$ cat config.mk
export PLATFORM = sky130hd
export DESIGN_NAME = fcw_sweep_ctrl_flat
export DESIGN_NICKNAME = d
export VERILOG_FILES = /design/src/rtl/fcw_sweep_ctrl_pkg.sv /design/src/rtl/fcw_sweep_ctrl_if.sv /design/src/rtl/fcw_sweep_ctrl_dwell_timer.sv /design/src/rtl/fcw_sweep_ctrl.sv /design/src/flat_wrapper.sv
export SDC_FILE = /design/constraint.sdc
export NUM_CORES = 1
export LEC_CHECK = 0
export CORE_MARGIN = 10
export CORE_UTILIZATION = 57
export DETAILED_ROUTE_END_ITERATION = 10
export HOLD_SLACK_MARGIN = 0.05
export PLACE_DENSITY = 0.91
export SLEW_MARGIN = 5
export SYNTH_ARGS = -nofsm -noshare
export SYNTH_HDL_FRONTEND = slang
export SYNTH_SLANG_ARGS = --single-unit
export TNS_END_PERCENT = 30
$ cat constraint.sdc
create_clock -name clk -period 3.75 [get_ports clk]
set_clock_uncertainty 0.15 [all_clocks]
set_input_delay 0.5625 -clock clk [delete_from_list [all_inputs] [get_ports clk]]
set_output_delay 0.5625 -clock clk [all_outputs]
set_load 0.02 [all_outputs]
$ cat src/rtl/fcw_sweep_ctrl_pkg.sv
// Purpose: shared types, mode encodings and default widths for the FCW sweep sequencer.
// Latency: n/a (declarations only).
// Backpressure: n/a; the NCO consumes fcw_out every cycle and never stalls.
package fcw_ctrl_pkg;

  localparam int FCW_W_DEF  = 32;
  localparam int CNT_W_DEF  = 24;
  localparam int STEP_W_DEF = 16;

  typedef enum logic {
    IDLE  = 1'b0,
    DWELL = 1'b1
  } state_t;

  localparam logic [1:0] MODE_SINGLE = 2'd0;
  localparam logic [1:0] MODE_SAW    = 2'd1;
  localparam logic [1:0] MODE_TRI    = 2'd2;
  localparam logic [1:0] MODE_HOLD   = 2'd3;

endpackage

$ cat src/rtl/fcw_sweep_ctrl_if.sv
// Purpose: command/config and FCW output bundle between a sweep master and the sequencer.
// Latency: n/a (wires only).
// Backpressure: none; start is a one-cycle request, outputs are pulses/levels.
interface fcw_sweep_if
  import fcw_ctrl_pkg::*;
#(
  parameter int FCW_W  = FCW_W_DEF,
  parameter int CNT_W  = CNT_W_DEF,
  parameter int STEP_W = STEP_W_DEF
);
  logic              start;
  logic              abort;
  logic [1:0]        mode;
  logic [FCW_W-1:0]  start_fcw;
  logic [FCW_W-1:0]  step_fcw;
  logic [STEP_W-1:0] num_steps;
  logic [CNT_W-1:0]  dwell_cycles;
  logic [FCW_W-1:0]  fcw_out;
  logic              fcw_valid;
  logic              busy;
  logic              done;
  logic [STEP_W-1:0] step_idx;

  modport master (
    output start, abort, mode, start_fcw, step_fcw, num_steps, dwell_cycles,
    input  fcw_out, fcw_valid, busy, done, step_idx
  );

  modport slave (
    input  start, abort, mode, start_fcw, step_fcw, num_steps, dwell_cycles,
    output fcw_out, fcw_valid, busy, done, step_idx
  );
endinterface

$ cat src/rtl/fcw_sweep_ctrl_dwell_timer.sv
// Purpose: loadable dwell down-counter with zero flag and clear.
// Latency: load/clear/decrement take effect on the next clk edge; zero is combinational from the count.
// Backpressure: none; dec is ignored once the count reaches zero.
module fcw_dwell_timer #(
  parameter int CNT_W = 24
) (
  input  logic             clk,
  input  logic             rst_n,
  input  logic             load,
  input  logic [CNT_W-1:0] load_val,
  input  logic             dec,
  input  logic             clear,
  output logic             zero
);

  logic [CNT_W-1:0] cnt_q;

  // Clear wins so an abort always leaves the timer parked at zero.
  always_ff @(posedge clk or negedge rst_n) begin
    if (!rst_n) begin
      cnt_q <= '0;
    end else if (clear) begin
      cnt_q <= '0;
    end else if (load) begin
      cnt_q <= load_val;
    end else if (dec && (cnt_q != '0)) begin
      cnt_q <= cnt_q - CNT_W'(1);
    end
  end

  assign zero = (cnt_q == '0);

endmodule

$ cat src/rtl/fcw_sweep_ctrl.sv
// Purpose: sequences the NCO frequency control word through single, sawtooth, triangle or hold sweeps.
// Latency: first FCW one cycle after an accepted start; each FCW value held max(dwell_cycles,1) cycles.
// Backpressure: none; start is ignored while busy, abort wins over start and over a dwell expiry.
module fcw_sweep_ctrl
  import fcw_ctrl_pkg::*;
#(
  parameter int FCW_W  = FCW_W_DEF,
  parameter int CNT_W  = CNT_W_DEF,
  parameter int STEP_W = STEP_W_DEF
) (
  input  logic        clk,
  input  logic        rst_n,
  fcw_sweep_if.slave  bus
);

  state_t            state_q, state_d;
  logic [FCW_W-1:0]  fcw_q, fcw_d;
  logic              vld_q, vld_d;
  logic              busy_q, busy_d;
  logic              done_q, done_d;
  logic [STEP_W-1:0] idx_q, idx_d;
  logic              dir_q, dir_d;   // 0 = up, 1 = down

  // Config shadow, frozen for the life of a sweep.
  logic [1:0]        mode_s;
  logic [FCW_W-1:0]  start_s;
  logic [FCW_W-1:0]  step_s;
  logic [STEP_W-1:0] n_s;
  logic [CNT_W-1:0]  dm1_s;          // D-1 reload value

  logic              latch;
  logic              tmr_load, tmr_dec, tmr_clr, tmr_zero;
  logic [CNT_W-1:0]  tmr_load_val;
  logic [CNT_W-1:0]  dwell_in_m1;
  logic              hold_mode;

  // A zero dwell behaves as a one-cycle dwell, so the reload is floored at 0.
  assign dwell_in_m1 = (bus.dwell_cycles == '0) ? '0 : (bus.dwell_cycles - CNT_W'(1));

  // Saw/triangle with no steps degenerate to a plain hold.
  assign hold_mode = (mode_s == MODE_HOLD) || ((mode_s != MODE_SINGLE) && (n_s == '0));

  fcw_dwell_timer #(.CNT_W(CNT_W)) u_timer (
    .clk      (clk),
    .rst_n    (rst_n),
    .load     (tmr_load),
    .load_val (tmr_load_val),
    .dec      (tmr_dec),
    .clear    (tmr_clr),
    .zero     (tmr_zero)
  );

  // Next-state and next-output decode; every target gets its hold value first.
  always_comb begin
    state_d      = state_q;
    fcw_d        = fcw_q;
    vld_d        = 1'b0;
    busy_d       = busy_q;
    done_d       = 1'b0;
    idx_d        = idx_q;
    dir_d        = dir_q;
    latch        = 1'b0;
    tmr_load     = 1'b0;
    tmr_load_val = dm1_s;
    tmr_dec      = 1'b0;
    tmr_clr      = 1'b0;

    unique case (state_q)
      IDLE: begin
        if (bus.start && !bus.abort) begin
          latch        = 1'b1;
          state_d      = DWELL;
          fcw_d        = bus.start_fcw;
          vld_d        = 1'b1;
          busy_d       = 1'b1;
          idx_d        = '0;
          dir_d        = 1'b0;
          tmr_load     = 1'b1;
          tmr_load_val = dwell_in_m1;
        end
      end
      DWELL: begin
        if (bus.abort) begin
          state_d = IDLE;
          busy_d  = 1'b0;
          tmr_clr = 1'b1;
        end else if (!tmr_zero) begin
          tmr_dec = 1'b1;
        end else if (hold_mode) begin
          // Hold: start_fcw stays put until abort or reset.
        end else if (idx_q != n_s) begin
          fcw_d    = dir_q ? (fcw_q - step_s) : (fcw_q + step_s);
          idx_d    = idx_q + STEP_W'(1);
          vld_d    = 1'b1;
          tmr_load = 1'b1;
        end else begin
          unique case (mode_s)
            MODE_SAW: begin
              fcw_d    = start_s;
              idx_d    = '0;
              vld_d    = 1'b1;
              tmr_load = 1'b1;
            end
            MODE_TRI: begin
              dir_d    = ~dir_q;
              fcw_d    = dir_q ? (fcw_q + step_s) : (fcw_q - step_s);
              idx_d    = STEP_W'(1);
              vld_d    = 1'b1;
              tmr_load = 1'b1;
            end
            default: begin
              state_d = IDLE;
              busy_d  = 1'b0;
              done_d  = 1'b1;
            end
          endcase
        end
      end
      default: state_d = IDLE;
    endcase
  end

  // State and output registers.
  always_ff @(posedge clk or negedge rst_n) begin
    if (!rst_n) begin
      state_q <= IDLE;
      fcw_q   <= '0;
      vld_q   <= 1'b0;
      busy_q  <= 1'b0;
      done_q  <= 1'b0;
      idx_q   <= '0;
      dir_q   <= 1'b0;
    end else begin
      state_q <= state_d;
      fcw_q   <= fcw_d;
      vld_q   <= vld_d;
      busy_q  <= busy_d;
      done_q  <= done_d;
      idx_q   <= idx_d;
      dir_q   <= dir_d;
    end
  end

  // Capture the sweep program on an accepted start.
  always_ff @(posedge clk or negedge rst_n) begin
    if (!rst_n) begin
      mode_s  <= MODE_SINGLE;
      start_s <= '0;
      step_s  <= '0;
      n_s     <= '0;
      dm1_s   <= '0;
    end else if (latch) begin
      mode_s  <= bus.mode;
      start_s <= bus.start_fcw;
      step_s  <= bus.step_fcw;
      n_s     <= bus.num_steps;
      dm1_s   <= dwell_in_m1;
    end
  end

  assign bus.fcw_out   = fcw_q;
  assign bus.fcw_valid = vld_q;
  assign bus.busy      = busy_q;
  assign bus.done      = done_q;
  assign bus.step_idx  = idx_q;

endmodule

$ cat src/flat_wrapper.sv
// flat-port wrapper written by rule: the top's interface ports become plain ports
module fcw_sweep_ctrl_flat import fcw_ctrl_pkg::*;
#(
  parameter int FCW_W  = FCW_W_DEF,
  parameter int CNT_W  = CNT_W_DEF,
  parameter int STEP_W = STEP_W_DEF
)
  (clk, rst_n, bus_start, bus_abort, bus_mode, bus_start_fcw, bus_step_fcw, bus_num_steps, bus_dwell_cycles, bus_fcw_out, bus_fcw_valid, bus_busy, bus_done, bus_step_idx);
  fcw_sweep_if #(.FCW_W(FCW_W), .CNT_W(CNT_W), .STEP_W(STEP_W)) bus_i ();
  input  logic clk;
  input  logic rst_n;
  input wire logic [$bits(bus_i.start)-1:0] bus_start;
  input wire logic [$bits(bus_i.abort)-1:0] bus_abort;
  input wire logic [$bits(bus_i.mode)-1:0] bus_mode;
  input wire logic [$bits(bus_i.start_fcw)-1:0] bus_start_fcw;
  input wire logic [$bits(bus_i.step_fcw)-1:0] bus_step_fcw;
  input wire logic [$bits(bus_i.num_steps)-1:0] bus_num_steps;
  input wire logic [$bits(bus_i.dwell_cycles)-1:0] bus_dwell_cycles;
  output wire logic [$bits(bus_i.fcw_out)-1:0] bus_fcw_out;
  output wire logic [$bits(bus_i.fcw_valid)-1:0] bus_fcw_valid;
  output wire logic [$bits(bus_i.busy)-1:0] bus_busy;
  output wire logic [$bits(bus_i.done)-1:0] bus_done;
  output wire logic [$bits(bus_i.step_idx)-1:0] bus_step_idx;
  assign bus_i.start = bus_start;
  assign bus_i.abort = bus_abort;
  assign bus_i.mode = bus_mode;
  assign bus_i.start_fcw = bus_start_fcw;
  assign bus_i.step_fcw = bus_step_fcw;
  assign bus_i.num_steps = bus_num_steps;
  assign bus_i.dwell_cycles = bus_dwell_cycles;
  assign bus_fcw_out = bus_i.fcw_out;
  assign bus_fcw_valid = bus_i.fcw_valid;
  assign bus_busy = bus_i.busy;
  assign bus_done = bus_i.done;
  assign bus_step_idx = bus_i.step_idx;
  fcw_sweep_ctrl #(.FCW_W(FCW_W), .CNT_W(CNT_W), .STEP_W(STEP_W)) u_core (.clk(clk), .rst_n(rst_n), .bus(bus_i));
endmodule
### Word-level counts from Yosys, hierarchy flattened

Index checks and enable logic that the tools add are counted.

* shift operators: 0
* bitwise operators: 2
* divide/modulo/power cells: 0
* equality and inequality tests: 15
* add/subtract/negate cells: 5
* multipliers: 0
* reduce and logical (&&, ||, !) cells: 15
* multiplexer cells: 59
* order comparisons: 0

Operators by type and width (count)
* 32-bit two-way mux: 7
* 24-bit two-way mux: 6
* 32-bit one-hot mux with 2 select lines: 2
* 16-bit two-way mux: 5
* 16-bit one-hot mux with 2 select lines: 2
* 24-bit zero test: 2
* 24-bit by 1-bit subtractor with 24-bit output, second input constant: 2
* 1-bit two-way mux: 33
* 32-bit adder: 1
* 32-bit subtractor: 1
* 24-bit nonzero test: 1
* 16-bit by 1-bit adder with 16-bit output, second input constant: 1
* 16-bit zero test: 1
* 16-bit != test: 1
* 3-bit != test, second input constant: 4
* 2-bit != test, second input constant: 5
* 5-bit AND reduction: 2
* 1-bit one-hot mux with 2 select lines: 4
* 6-bit AND reduction: 1
* 2-bit == test, second input constant: 2
* 4-bit != test, second input constant: 1
* 1-bit logical AND: 3
* 3-bit nonzero test: 1
* 2-bit by 1-bit == test with 1-bit output, second input constant: 1
* other kinds (6): 7

* memory bits (read-only): 0
* bits of input ports: 110
* word-level logic and storage cells: 109
* RAM bits: 0
* latch bits: 0
* memories: 0
* register bits: 183

### Longest topological paths before layout

Gate-level depths: netlist (run 1).

* word-level depth: 10
* depth in mapped cells: 14
* depth with buffers taken out: 12

### Modules after synthesis

From an unflattened synthesis (run 1), not the netlist that was laid out.

* cells, all modules: 1590
* area total of the unflattened synthesis: 12799.8 um2

Modules (own cells, without submodules)
* fcw_sweep_ctrl: cells an instance 1417, area each 11245.8 um2, instances 1, seq. area each 3978.8 um2
* fcw_dwell_timer: cells an instance 173, area each 1554.0 um2, instances 1, seq. area each 600.6 um2

### Least setup slack after synthesis (run 1)

Ideal clock, no wire load.

* path kind: register to register
* start: register u_core.fcw_q[9] (netlist: u_core.bus.fcw_out[9])
* end: register u_core.fcw_q[31] (netlist: u_core.bus.fcw_out[31])
* path buffers: 1
* setup slack: 0.513 ns
* period minus slack after synthesis: 3.237 ns
* setup time: 0.136 ns
* stages on the path, launching flop included: 11
* arrival time: 2.951 ns
* data required time: 3.464 ns
* cells stage by stage: dfrtp_1 ha_1 clkbuf_1 o21bai_1 o21ai_0 o2111a_1 o21ai_0 a31o_2 mux2_2 a2111oi_0 a31oi_1

* cells in the longest elaborated chain, start to end: 8
* elaborated cells on any way between the ends: 10
* those cells by class: add/sub (2); mux (8)

RTL lines
* start, declared: RTL line fcw_sweep_ctrl.sv:17 `logic [FCW_W-1:0] fcw_q, fcw_d;`
* start signal, assigned: RTL line fcw_sweep_ctrl.sv:135 `fcw_q <= fcw_d;`
* 32-bit subtractor / 32-bit adder (equally long branches): RTL line fcw_sweep_ctrl.sv:92, fcw_sweep_ctrl.sv:106
* 32-bit two-way mux: RTL line fcw_sweep_ctrl.sv:106 `fcw_d = dir_q ? (fcw_q + step_s) : (fcw_q - step_s);`
* 32-bit one-hot mux with 2 select lines: RTL line fcw_sweep_ctrl.sv:97 `unique case (mode_s)`
* 32-bit two-way mux (*): RTL line fcw_sweep_ctrl.sv:91 `end else if (idx_q != n_s) begin`
* 32-bit two-way mux (*): RTL line fcw_sweep_ctrl.sv:89 `end else if (hold_mode) begin`
* 32-bit two-way mux (*): RTL line fcw_sweep_ctrl.sv:87 `end else if (!tmr_zero) begin`
* 32-bit two-way mux (*): RTL line fcw_sweep_ctrl.sv:83 `if (bus.abort) begin`
* 32-bit one-hot mux with 2 select lines (*): RTL line fcw_sweep_ctrl.sv:68 `unique case (state_q)`

Mark *: on every way between the ends. The rest lies on a longest branch, timed or not. The select of a mux whose other input is x is not followed.
A chain may end at the register's enable or synchronous reset.

### Worst setup path in the final report (run 1)

* start: register u_core.step_s[1]
* end: register u_core.fcw_q[31] (netlist: u_core.bus.fcw_out[31])

* cells in the longest elaborated chain, start to end: 8
* elaborated cells on any way between the ends: 10
* those cells by class: add/sub (2); mux (8)

RTL lines
* start, declared: RTL line fcw_sweep_ctrl.sv:27 `logic [FCW_W-1:0] step_s;`
* start signal, assigned: RTL line fcw_sweep_ctrl.sv:155 `step_s <= bus.step_fcw;`
* 32-bit subtractor / 32-bit adder (equally long branches): RTL line fcw_sweep_ctrl.sv:92, fcw_sweep_ctrl.sv:106
* 32-bit two-way mux: RTL line fcw_sweep_ctrl.sv:106
* 32-bit one-hot mux with 2 select lines: RTL line fcw_sweep_ctrl.sv:97
* 32-bit two-way mux (*): RTL line fcw_sweep_ctrl.sv:91
* 32-bit two-way mux (*): RTL line fcw_sweep_ctrl.sv:89
* 32-bit two-way mux (*): RTL line fcw_sweep_ctrl.sv:87
* 32-bit two-way mux (*): RTL line fcw_sweep_ctrl.sv:83
* 32-bit one-hot mux with 2 select lines (*): RTL line fcw_sweep_ctrl.sv:68

Marked as above.

==> metrics.yaml, run 1 <==
floorplan:
  die_height_um: 170.3
  rows: 54
  die_area_sq_um: 28990
  core_sq_um: 22030
  floorplan.initialDensity_pct: 58.42
  ios: 161
  die_width_um: 170.3
route:
  first_pass_iters: 6
  drc: 0
  via_count: 13226
  detail_route.vias_per_cell: 6.399
  drt_iter0_markers: 1584
  wl_mm: 42.45
  drtAntennaViolNets: 0
  wl_per_cell_um: 20.54
layout:
  antenna_cells: 0
  drive_above_1_share_pct: 6.547
  nets: 1955
  area_delta_synth_final_pct: 20.03
yosys:
  netlist_instances: 1642
  synth-edff-count: 0
  syn_nets: 1823
  yosys.area.top_type: "dfrtp_1"
  syn_area_sq_um: 12870
  yosysWarningCount: 0
  synth_seq_cells: 183
  ys_seq_area_share_pct: 35.59
  synth_cell_type_count: 85
  ys_top_cells_by_area: "dfrtp_1 (36%), nand2_1 (8.8%), o21ai_0 (7.0%), ha_1 (6.7%), a21oi_1 (4.6%)"
  avgSynthCellArea_sq_um: 7.837
  postSynth.asyncResetShare_pct: 100.0
  synth_ff_type: "dfrtp_1"
  yosysTopAreaCellShare_pct: 35.59
placement:
  hpwl_mm: 31.31
  dp_slack_ps: 156.8
  io_buffers: 160
  routabilityCongestion: 1.017
global_route:
  first_global_vias: 12924
  antenna_found_initial: 1
  grt_first_pass_wirelength_mm: 67.78
  gr-total-overflow: 0
  grt_use_total_pct: 28.88
  grt_max_degree: 116
worst_setup_path:
  required_ps: 3920
  cpMaxStageDelayCell: "dfrtp_1"
  r2r_slack_ps: 160
  worst_r2r_endpoint: "u_core.bus.fcw_out[31]$_DFFE_PN0P_"
  start_kind: "flip-flop"
  path_cells: "inv_1 -> ha_1 -> nand2b_1 -> a221o_1 -> a211oi_1 -> o2111a_1 -> o21ai_1 -> a31o_2 -> mux2_2 -> a2111oi_0 -> a31oi_1"
  cp_data_arrival_time_ps: 3760
  crit_type: "flip-flop to flip-flop"
  max_stage_delay_ps: 430
  crit_start: "u_core.step_s[1]$_DFFE_PN0P_"
  path_buf_inv: 1
  r2r_cells: 11
  crit_fanout: 6
  endpoint_kind: "flip-flop"
  path_delay_family: "compound AO/OA/AOI/OAI gates"
  r2r_start: "u_core.step_s[1]$_DFFE_PN0P_"
sta:
  finalSetupViolations: 0
  grt_setup_unrepaired: "true"
  fin_crit_ps: 3594
  hold_viol: 0
  worst_pin_slew_ps: 760.2
  finalCritPeriodShare_pct: 95.83
  max-slew-margin-rel_pct: 49.14
  max_freq_ghz: 0.2783
  worst_slack_ps: 156.4
  drv_slew: 0
  holdWs_ps: 331.3
clock_network:
  cts-root-buf: "clkbuf_16"
  cts_tree: "yes"
  ctsHtreeMaxLevel: 4
  clkLatencyLatePin_ps: 450
  clockBufferDepth: 2
  cts_buffers: 17
  clk_pin_slew_ps: 80
  clock-sinks: 183
pwr:
  ir_drop_v: 0.0002740
  power.leakage_nw: 6.834
  powerDensity_nw_per_um2: 645.4
min_path:
  hold-path-endpoint: "u_core.start_s[3]$_DFFE_PN0P_"
  hold_path_class: "flip-flop to flip-flop"
  whs_path_depth: 2
  min_from: "u_core.start_s[3]$_DFFE_PN0P_"
flow_run:
  maxCapViolCount: 0
status:
  status: "completed"
metrics by stage:
stage / std cells / utilization, % / power [mW] / instance area, sq um / setup TNS [ps]
finish: 2067 / 70.13 / 9.969 / 15450 / 0
global route: 2067 / 70.13 / 10.59 / 15450 / -7.537
CTS: 2067 / 70.00 / 9.817 / 15420 / 0
detailed placement: 2034 / 67.29 / 7.993 / 14820 / 0
global placement: 2034 / 67.29 / 7.865 / 14820 / 0
floorplan: 1642 / - / 6.292 / 12870 / 0
report_power, final:
group / internal (mW) / switching (mW) / total (mW)
clock network: 0.893 / 0.915 / 1.81
logic: 2.08 / 3.23 / 5.31
registers: 2.42 / 0.427 / 2.85
sequential cells by signal, summed over array words and instances (netlist names):
name,flops
u_core.mode_s,2
u_core.start_s,32
u_core.dir_q,1
u_core.bus.done,1
u_core.bus.step_idx,16
u_core.dm1_s,24
u_core.bus.busy,1
u_core.bus.fcw_out,32
u_core.state_q,1
u_core.bus.fcw_valid,1
u_core.n_s,16
u_core.u_timer.cnt_q,24
u_core.step_s,32
cell type report:
type / instances / area [sq um]
sequential: 183 / 4579
multi-input combinational: 1284 / 7629
fill: 1768 / 6580
clock buffer: 18 / 429.2
inverter: 78 / 294.0
tap: 280 / 350.3
timing repair buffer: 210 / 2006
clock inverter: 14 / 158.9
worst min-delay path, delay by kind of cell (launching register included):
| family | cells | cell delay (ps) |
|---|---|---|
| and+or+nand+nor | 2 | 110 |
| DFF | 1 | 340 |
metal layers:
| metal | global-route usage (%) | wire, um |
|---|---|---|
| met5 | 0 | 20 |
| met4 | 10.53 | 1249 |
| met3 | 6.131 | 4002 |
| met2 | 45.51 | 19160 |
| met1 | 38.40 | 18020 |
Yosys cell counts (all sizes together), types with 5 or more instances:
master   instances
o221ai           9
nand2b          16
nor4            23
a311o            6
nor3            73
o31ai           11
o21bai          10
a211oi           9
inv             76
ha              69
a31oi           14
dfrtp          183
nor2           119
xor2            32
or2              8
a2111oi          5
clkbuf          70
o22ai            5
or3             22
nand2          301
nor2b           14
a21oi          117
nand3           25
o2111ai          6
o211ai          14
mux2i           11
a221o           10
a21o            17
o21ai          192
xnor2           25
a221oi          14
nand4           10
and3            13
buf             27
nor3b            5
and2             9
logic make-up after synthesis:
family / share of synthesized area [%]
AND/OR/NAND/NOR: 23.55
flip-flops: 35.59
buffers and inverters: 5.425
multiplexers: 1.118
AO/OA/AOI/OAI: 23.42
XOR/XNOR: 3.879
adder cells (fa/ha/maj): 7.020
worst max path at each step:
stage / end / slack (ps) / cells after the start
after floorplan: u_core.bus.fcw_out[31]$_DFFE_PN0P_ / 510 / 10
after global placement: u_core.bus.fcw_out[26]$_DFFE_PN0P_ / 230 / 11
after detailed placement: u_core.bus.fcw_out[25]$_DFFE_PN0P_ / 160 / 12
after CTS: u_core.bus.fcw_out[26]$_DFFE_PN0P_ / 70 / 11
after global routing: u_core.bus.fcw_out[31]$_DFFE_PN0P_ / -8 / 10
final: u_core.bus.fcw_out[31]$_DFFE_PN0P_ / 160 / 11
cells in the final DEF, fill, tap and decap left out, types with 21 or more instances in the layout:
cell type	count
nor3_1	68
o21ai_0	179
nor4_1	22
nand2_1	299
clkdlybuf4s50_1	159
xnor2_1	25
xor2_1	32
inv_1	76
a21oi_1	115
dfrtp_1	183
buf_4	47
nand3_1	25
or3_1	21
nor2_1	116
ha_1	68
what timing repair did:
action	CTS	global route
resized for setup	0	8
setup endpoints to repair	0	6
setup buffers	0	0
hold endpoints to repair	65	0
hold buffers	1	0
Note: power is estimated with default switching activity, not from simulation.
==> run 2, diff against run 1 <==
Settings changed: CORE_ASPECT_RATIO set to 1.75.
==> run 2 against run 1 <==
  * Final cell count rose by 1.4%
  * Setup slack got worse by 150 ps
  * Critical path depth fell by 1
  * Clock power rose by 12%
  * Hold slack got worse by 4.1 ps
  * Global-route usage rose by 1.7 points
  * Combinational power rose by 3%
  * Final area rose by 1.2%
  * Sequential power barely moved
==> metrics.yaml, run 2 (synthesis gave the netlist of run 1 again) <==
status:
  status: "completed"
placement:
  io_buffers: 160
  hpwl_mm: 33.33
  placed_area_sq_um: 14940
  routabilityCongestion: 1.053
  dp_slack_ps: -39.74
global_route:
  grt_first_pass_wirelength_mm: 71.68
  first_global_vias: 13759
  gr-total-overflow: 0
  antenna_found_initial: 1
  grt_max_degree: 116
  grt_use_total_pct: 30.62
pwr:
  p_seq_share_pct: 27.6
  powerDensity_nw_per_um2: 660.0
  power.leakage_nw: 6.920
  ir_drop_v: 0.0004259
  switching_power_mw: 4.595
  pwr-share-clk_pct: 19.5
  p_int_mw: 5.725
  swShare_pct: 44.53
  pwr-share-comb_pct: 52.9
sta:
  finalSetupViolations: 0
  fin_crit_ps: 3739
  worst_pin_slew_ps: 791.9
  drv_slew: 0
  finalCritPeriodShare_pct: 99.71
  max_freq_ghz: 0.2674
  grt_setup_unrepaired: "true"
  max-slew-margin-rel_pct: 47.02
  worst_slack_ps: 10.85
  hold_viol: 0
layout:
  final_cell_mix: "nand2_1 (298), dfrtp_1 (183), o21ai_0 (179), clkdlybuf4s50_1 (159), a21oi_1 (116)"
  final_area_sq_um: 15640
  nets: 1966
  final_common_cell: "nand2_1"
  drive_above_1_share_pct: 7.286
  area_delta_synth_final_pct: 21.51
  fin_util_pct: 70.56
  fillCellCount: 1752
clock_network:
  cts-root-buf: "clkbuf_16"
  clock-sinks: 183
  clockBufferDepth: 2
  ctsHtreeMaxLevel: 4
  cts_tree: "yes"
  clk_pin_slew_ps: 70
  cts_buffers: 17
  clkLatencyLatePin_ps: 460
floorplan:
  ios: 161
  core_sq_um: 22160
  floorplan.initialDensity_pct: 58.07
  die_area_sq_um: 29220
  die_width_um: 133.6
  rows: 72
  die_height_um: 218.8
route:
  drt_iter0_markers: 1209
  drc: 0
  detail_route.vias_per_cell: 6.386
  drtAntennaViolNets: 0
  first_pass_iters: 6
  via_count: 13378
  wl_per_cell_um: 21.42
  wl_mm: 44.88
worst_setup_path:
  endpoint_kind: "flip-flop"
  cp_data_arrival_time_ps: 3910
  start_kind: "flip-flop"
  cp_common_cell: "o21ai_0"
  crit_fanout: 11
  crit_type: "flip-flop to flip-flop"
  required_ps: 3930
  cpMaxStageDelayCell: "ha_1"
  max_stage_delay_ps: 500
  path_cells: "ha_1 -> nor2b_1 -> o21bai_1 -> o21ai_0 -> o2111a_1 -> o21ai_0 -> a31o_2 -> mux2_2 -> a2111oi_0 -> a31oi_1"
flow_run:
  maxCapViolCount: 0
min_path:
  hold_path_class: "flip-flop to flip-flop"
[run 2: cell types whose count changed in the layout (fill, tap and decap cells not counted), sizes merged]
| cell | delta |
|---|---|
| inv | -1 |
| bufinv | +4 |
| diode | +1 |
| buf | +11 |
| clkinv | -6 |
| clkinvlp | +2 |
| clkbuf | +1 |
[run 2: area by class of cell]
cell class                      instances  area (sq um)  share of cell area, %
Clock buffer                           19         452.9                  2.897
Tap cell                              296         370.4                  2.369
Inverter                               78         297.8                  1.904
Timing Repair Buffer                  221          2105                  13.46
Clock inverter                         13         193.9                  1.240
Antenna cell                            1         2.502                0.01600
Sequential cell                       183          4579                  29.29
Multi-Input combinational cell       1284          7635                  48.83
[run 2: path summary, 6_finish.rpt]
check | endpoint | from | cells past startpoint | slack [ps]
min reg2reg | u_core.start_s[3]$_DFFE_PN0P_ | u_core.start_s[3]$_DFFE_PN0P_ | 2 | 330
max in group asynchronous | u_core.u_timer.cnt_q[4]$_DFFE_PN0P_ | rst_n | 3 | 1810
max reg2reg | u_core.bus.fcw_out[31]$_DFFE_PN0P_ | u_core.bus.fcw_out[8]$_DFFE_PN0P_ | 10 | 10
max | u_core.bus.fcw_out[31]$_DFFE_PN0P_ | u_core.bus.fcw_out[8]$_DFFE_PN0P_ | 10 | 10
min in group asynchronous | u_core.n_s[8]$_DFFE_PN0P_ | rst_n | 2 | 580
min | u_core.start_s[3]$_DFFE_PN0P_ | u_core.start_s[3]$_DFFE_PN0P_ | 2 | 330
[run 2: power by group through the flow]
stage | Sequential, mW | Combinational [mW] | Clock (mW)
6_report | 2.85 | 5.45 | 2.02
5_1_grt | 2.89 | 5.94 | 2.10
4_1_cts | 2.83 | 5.31 | 2.02
3_5_place_dp | 2.86 | 5.26 | 0
3_3_place_gp | 2.84 | 5.16 | 0
2_1_floorplan | 2.90 | 3.39 | 0
[run 2: worst max-delay path: cells and delay by family (launching register included)]
family / cells / cell delay [ps]
AOI/OAI and AO/OA: 7 / 2090
adders and majority gates: 1 / 500
DFF: 1 / 420
muxes: 1 / 350
and+or+nand+nor: 1 / 90
[run 2: timing repair]
action	4_1_cts	5_1_grt
endpoints found under the setup margin	3	18
buffers inserted	0	0
endpoints found under the hold margin	80	0
resized for setup	1	9
hold buffers	1	0
[run 2: routing by layer]
layer	vias up	global-route usage [%]	part of all wire [%]
met5	-	0	0
met3	216	5.122	5.6
met1	6395	31.39	34
li1	6090	-	-
met2	677	54.84	52
met4	0	22.29	7.6
[run 2: through the flow]
step | instances | hold WS (ps) | power (mW) | setup TNS (ps)
floorplan | 1642 | 116.9 | 6.292 | 0
global placement | 2061 | 300.2 | 7.999 | 0
detailed placement | 2061 | 313.0 | 8.118 | -78.86
CTS | 2094 | 331.0 | 10.16 | 0
global route | 2095 | 356.6 | 10.94 | -240.6
finish | 2095 | 327.2 | 10.32 | 0
==> run 3, diff against run 2 <==
Settings changed: CORE_MARGIN 10 to 2.
==> run 3 against run 2 <==
  * Global-route usage up 5.9 points
  * First-iteration DRC count up 19%
  * Sequential cell count unchanged
  * Register-to-register slack better by 190 ps
  * Critical path type unchanged
  * Highest routed layer unchanged
==> metrics.yaml, run 3 (synthesis gave the netlist of run 1 again) <==
clock_network:
  clkLatencyLatePin_ps: 460
  cts_tree: "yes"
  clockBufferDepth: 2
  clock-sinks: 183
  cts-root-buf: "clkbuf_16"
  post_cts_buffers: 0
  cts_buffers: 17
  ctsHtreeMaxLevel: 4
  clk_pin_slew_ps: 80
placement:
  routabilityCongestion: 1.028
  io_buffers: 160
  hpwl_mm: 32.81
  dp_cells: 2058
  placed_area_sq_um: 14930
worst_setup_path:
  crit_fanout: 8
  start_kind: "flip-flop"
  crit_type: "flip-flop to flip-flop"
  endpoint_kind: "flip-flop"
  required_ps: 3920
  cp_data_arrival_time_ps: 3730
  r2r_slack_ps: 200
layout:
  final_area_sq_um: 15560
  nets: 1963
  final_cell_count_no_fill: 2092
  final_cell_mix: "nand2_1 (298), dfrtp_1 (183), o21ai_0 (179), clkdlybuf4s50_1 (159), a21oi_1 (117)"
  drive_above_1_share_pct: 7.131
  area_delta_synth_final_pct: 20.91
  final_common_cell: "nand2_1"
sta:
  hold_viol: 0
  drv_slew: 0
  max-slew-margin-rel_pct: 59.52
  fin_crit_ps: 3554
  grt_setup_unrepaired: "false"
  finalCritPeriodShare_pct: 94.77
  fin_setup_tns_ps: 0
  max_freq_ghz: 0.2814
  finalSetupViolations: 0
  worst_pin_slew_ps: 600.8
pwr:
  powerDensity_nw_per_um2: 651.8
  ir_drop_v: 0.0004191
  power.leakage_nw: 6.884
  power_mw: 10.14
floorplan:
  ios: 161
  die_width_um: 117.6
  floorplan.initialDensity_pct: 58.07
  rows: 72
  die_area_sq_um: 23840
  die_height_um: 202.8
  core_sq_um: 22160
global_route:
  antenna_found_initial: 1
  grt_max_degree: 116
  grt_first_pass_wirelength_mm: 69.16
  grt_use_total_pct: 36.53
  first_global_vias: 13626
  gr-total-overflow: 0
route:
  via_count: 13417
  first_pass_iters: 6
  detail_route.vias_per_cell: 6.413
  wl_mm: 44.08
  drtAntennaViolNets: 0
  wl_per_cell_um: 21.07
  drc: 0
  drt_iter0_markers: 1438
flow_run:
  maxCapViolCount: 0
status:
  status: "completed"
min_path:
  hold_path_class: "flip-flop to flip-flop"
-- run 3: cell count changes in the layout (fill, tap and decap cells not counted), sizes merged --
cell      previous run  this run
buf                 61        58
clkbuf              19        17
inv                 80        82
clkinv               4         8
bufinv               4         1
clkinvlp             3         2
-- run 3: critical path, stage by stage (launching register included) --
cell       delay [ps]
dfrtp_1           420
ha_1              470
nand2b_1          100
a211oi_1          330
a211oi_2          110
o2111a_1          320
o21ai_1           310
a31o_2            290
mux2_2            350
a2111oi_1         430
a31oi_1           140
-- run 3: stage by stage --
| stage | hold slack [ps] | util [%] | setup WS (ps) |
|---|---|---|---|
| after floorplan | 116.9 | - | 513.3 |
| after global placement | 298.0 | 67.36 | 203.6 |
| after detailed placement | 303.0 | 67.36 | 59.11 |
| after CTS | 318.8 | 70.06 | 45.63 |
| after global routing | 342.3 | 70.21 | 2.605 |
| final | 320.3 | 70.21 | 196.2 |
-- run 3: timing repair --
item	4_1_cts	5_1_grt
endpoints found under the setup margin	0	7
endpoints found under the hold margin	58	0
hold buffers	1	0
resized for setup	0	10
-- run 3: path summary, 6_finish.rpt --
path / from / to / depth (start not counted)
hold reg to reg: u_core.dm1_s[22]$_DFFE_PN0P_ / u_core.dm1_s[22]$_DFFE_PN0P_ / 2
hold / removal: u_core.dm1_s[22]$_DFFE_PN0P_ / u_core.dm1_s[22]$_DFFE_PN0P_ / 2
max in group asynchronous: rst_n / u_core.bus.step_idx[10]$_DFFE_PN0P_ / 3
setup / recovery: u_core.bus.fcw_out[4]$_DFFE_PN0P_ / u_core.bus.fcw_out[31]$_DFFE_PN0P_ / 10
setup reg to reg: u_core.bus.fcw_out[4]$_DFFE_PN0P_ / u_core.bus.fcw_out[31]$_DFFE_PN0P_ / 10
min in group asynchronous: rst_n / u_core.bus.step_idx[9]$_DFFE_PN0P_ / 2
-- run 3: area by class of cell --
cell class                      count  area (sq um)
Clock inverter                     15         163.9
Tap cell                          296         370.4
Timing Repair Buffer              218          2091
Antenna cell                        1         2.502
Multi-Input combinational cell   1284          7634
Clock buffer                       17         425.4
Fill cell                        1839          6601
Inverter                           78         294.0
Sequential cell                   183          4579
-- run 3: report_power, final --
part           internal, mW  switching [mW]
clock                 0.946           0.904
sequential             2.43           0.424
combinational          2.12            3.32
-- run 3: layer usage --
| layer | track usage, % | vias to the layer above | routed length, um |
|---|---|---|---|
| li1 | - | 6093 | - |
| met1 | 36.71 | 6376 | 14900 |
| met2 | 67.23 | 705 | 23190 |
| met3 | 5.506 | 243 | 2422 |
| met4 | 27.88 | 0 | 3564 |
| met5 | 0 | - | 0 |
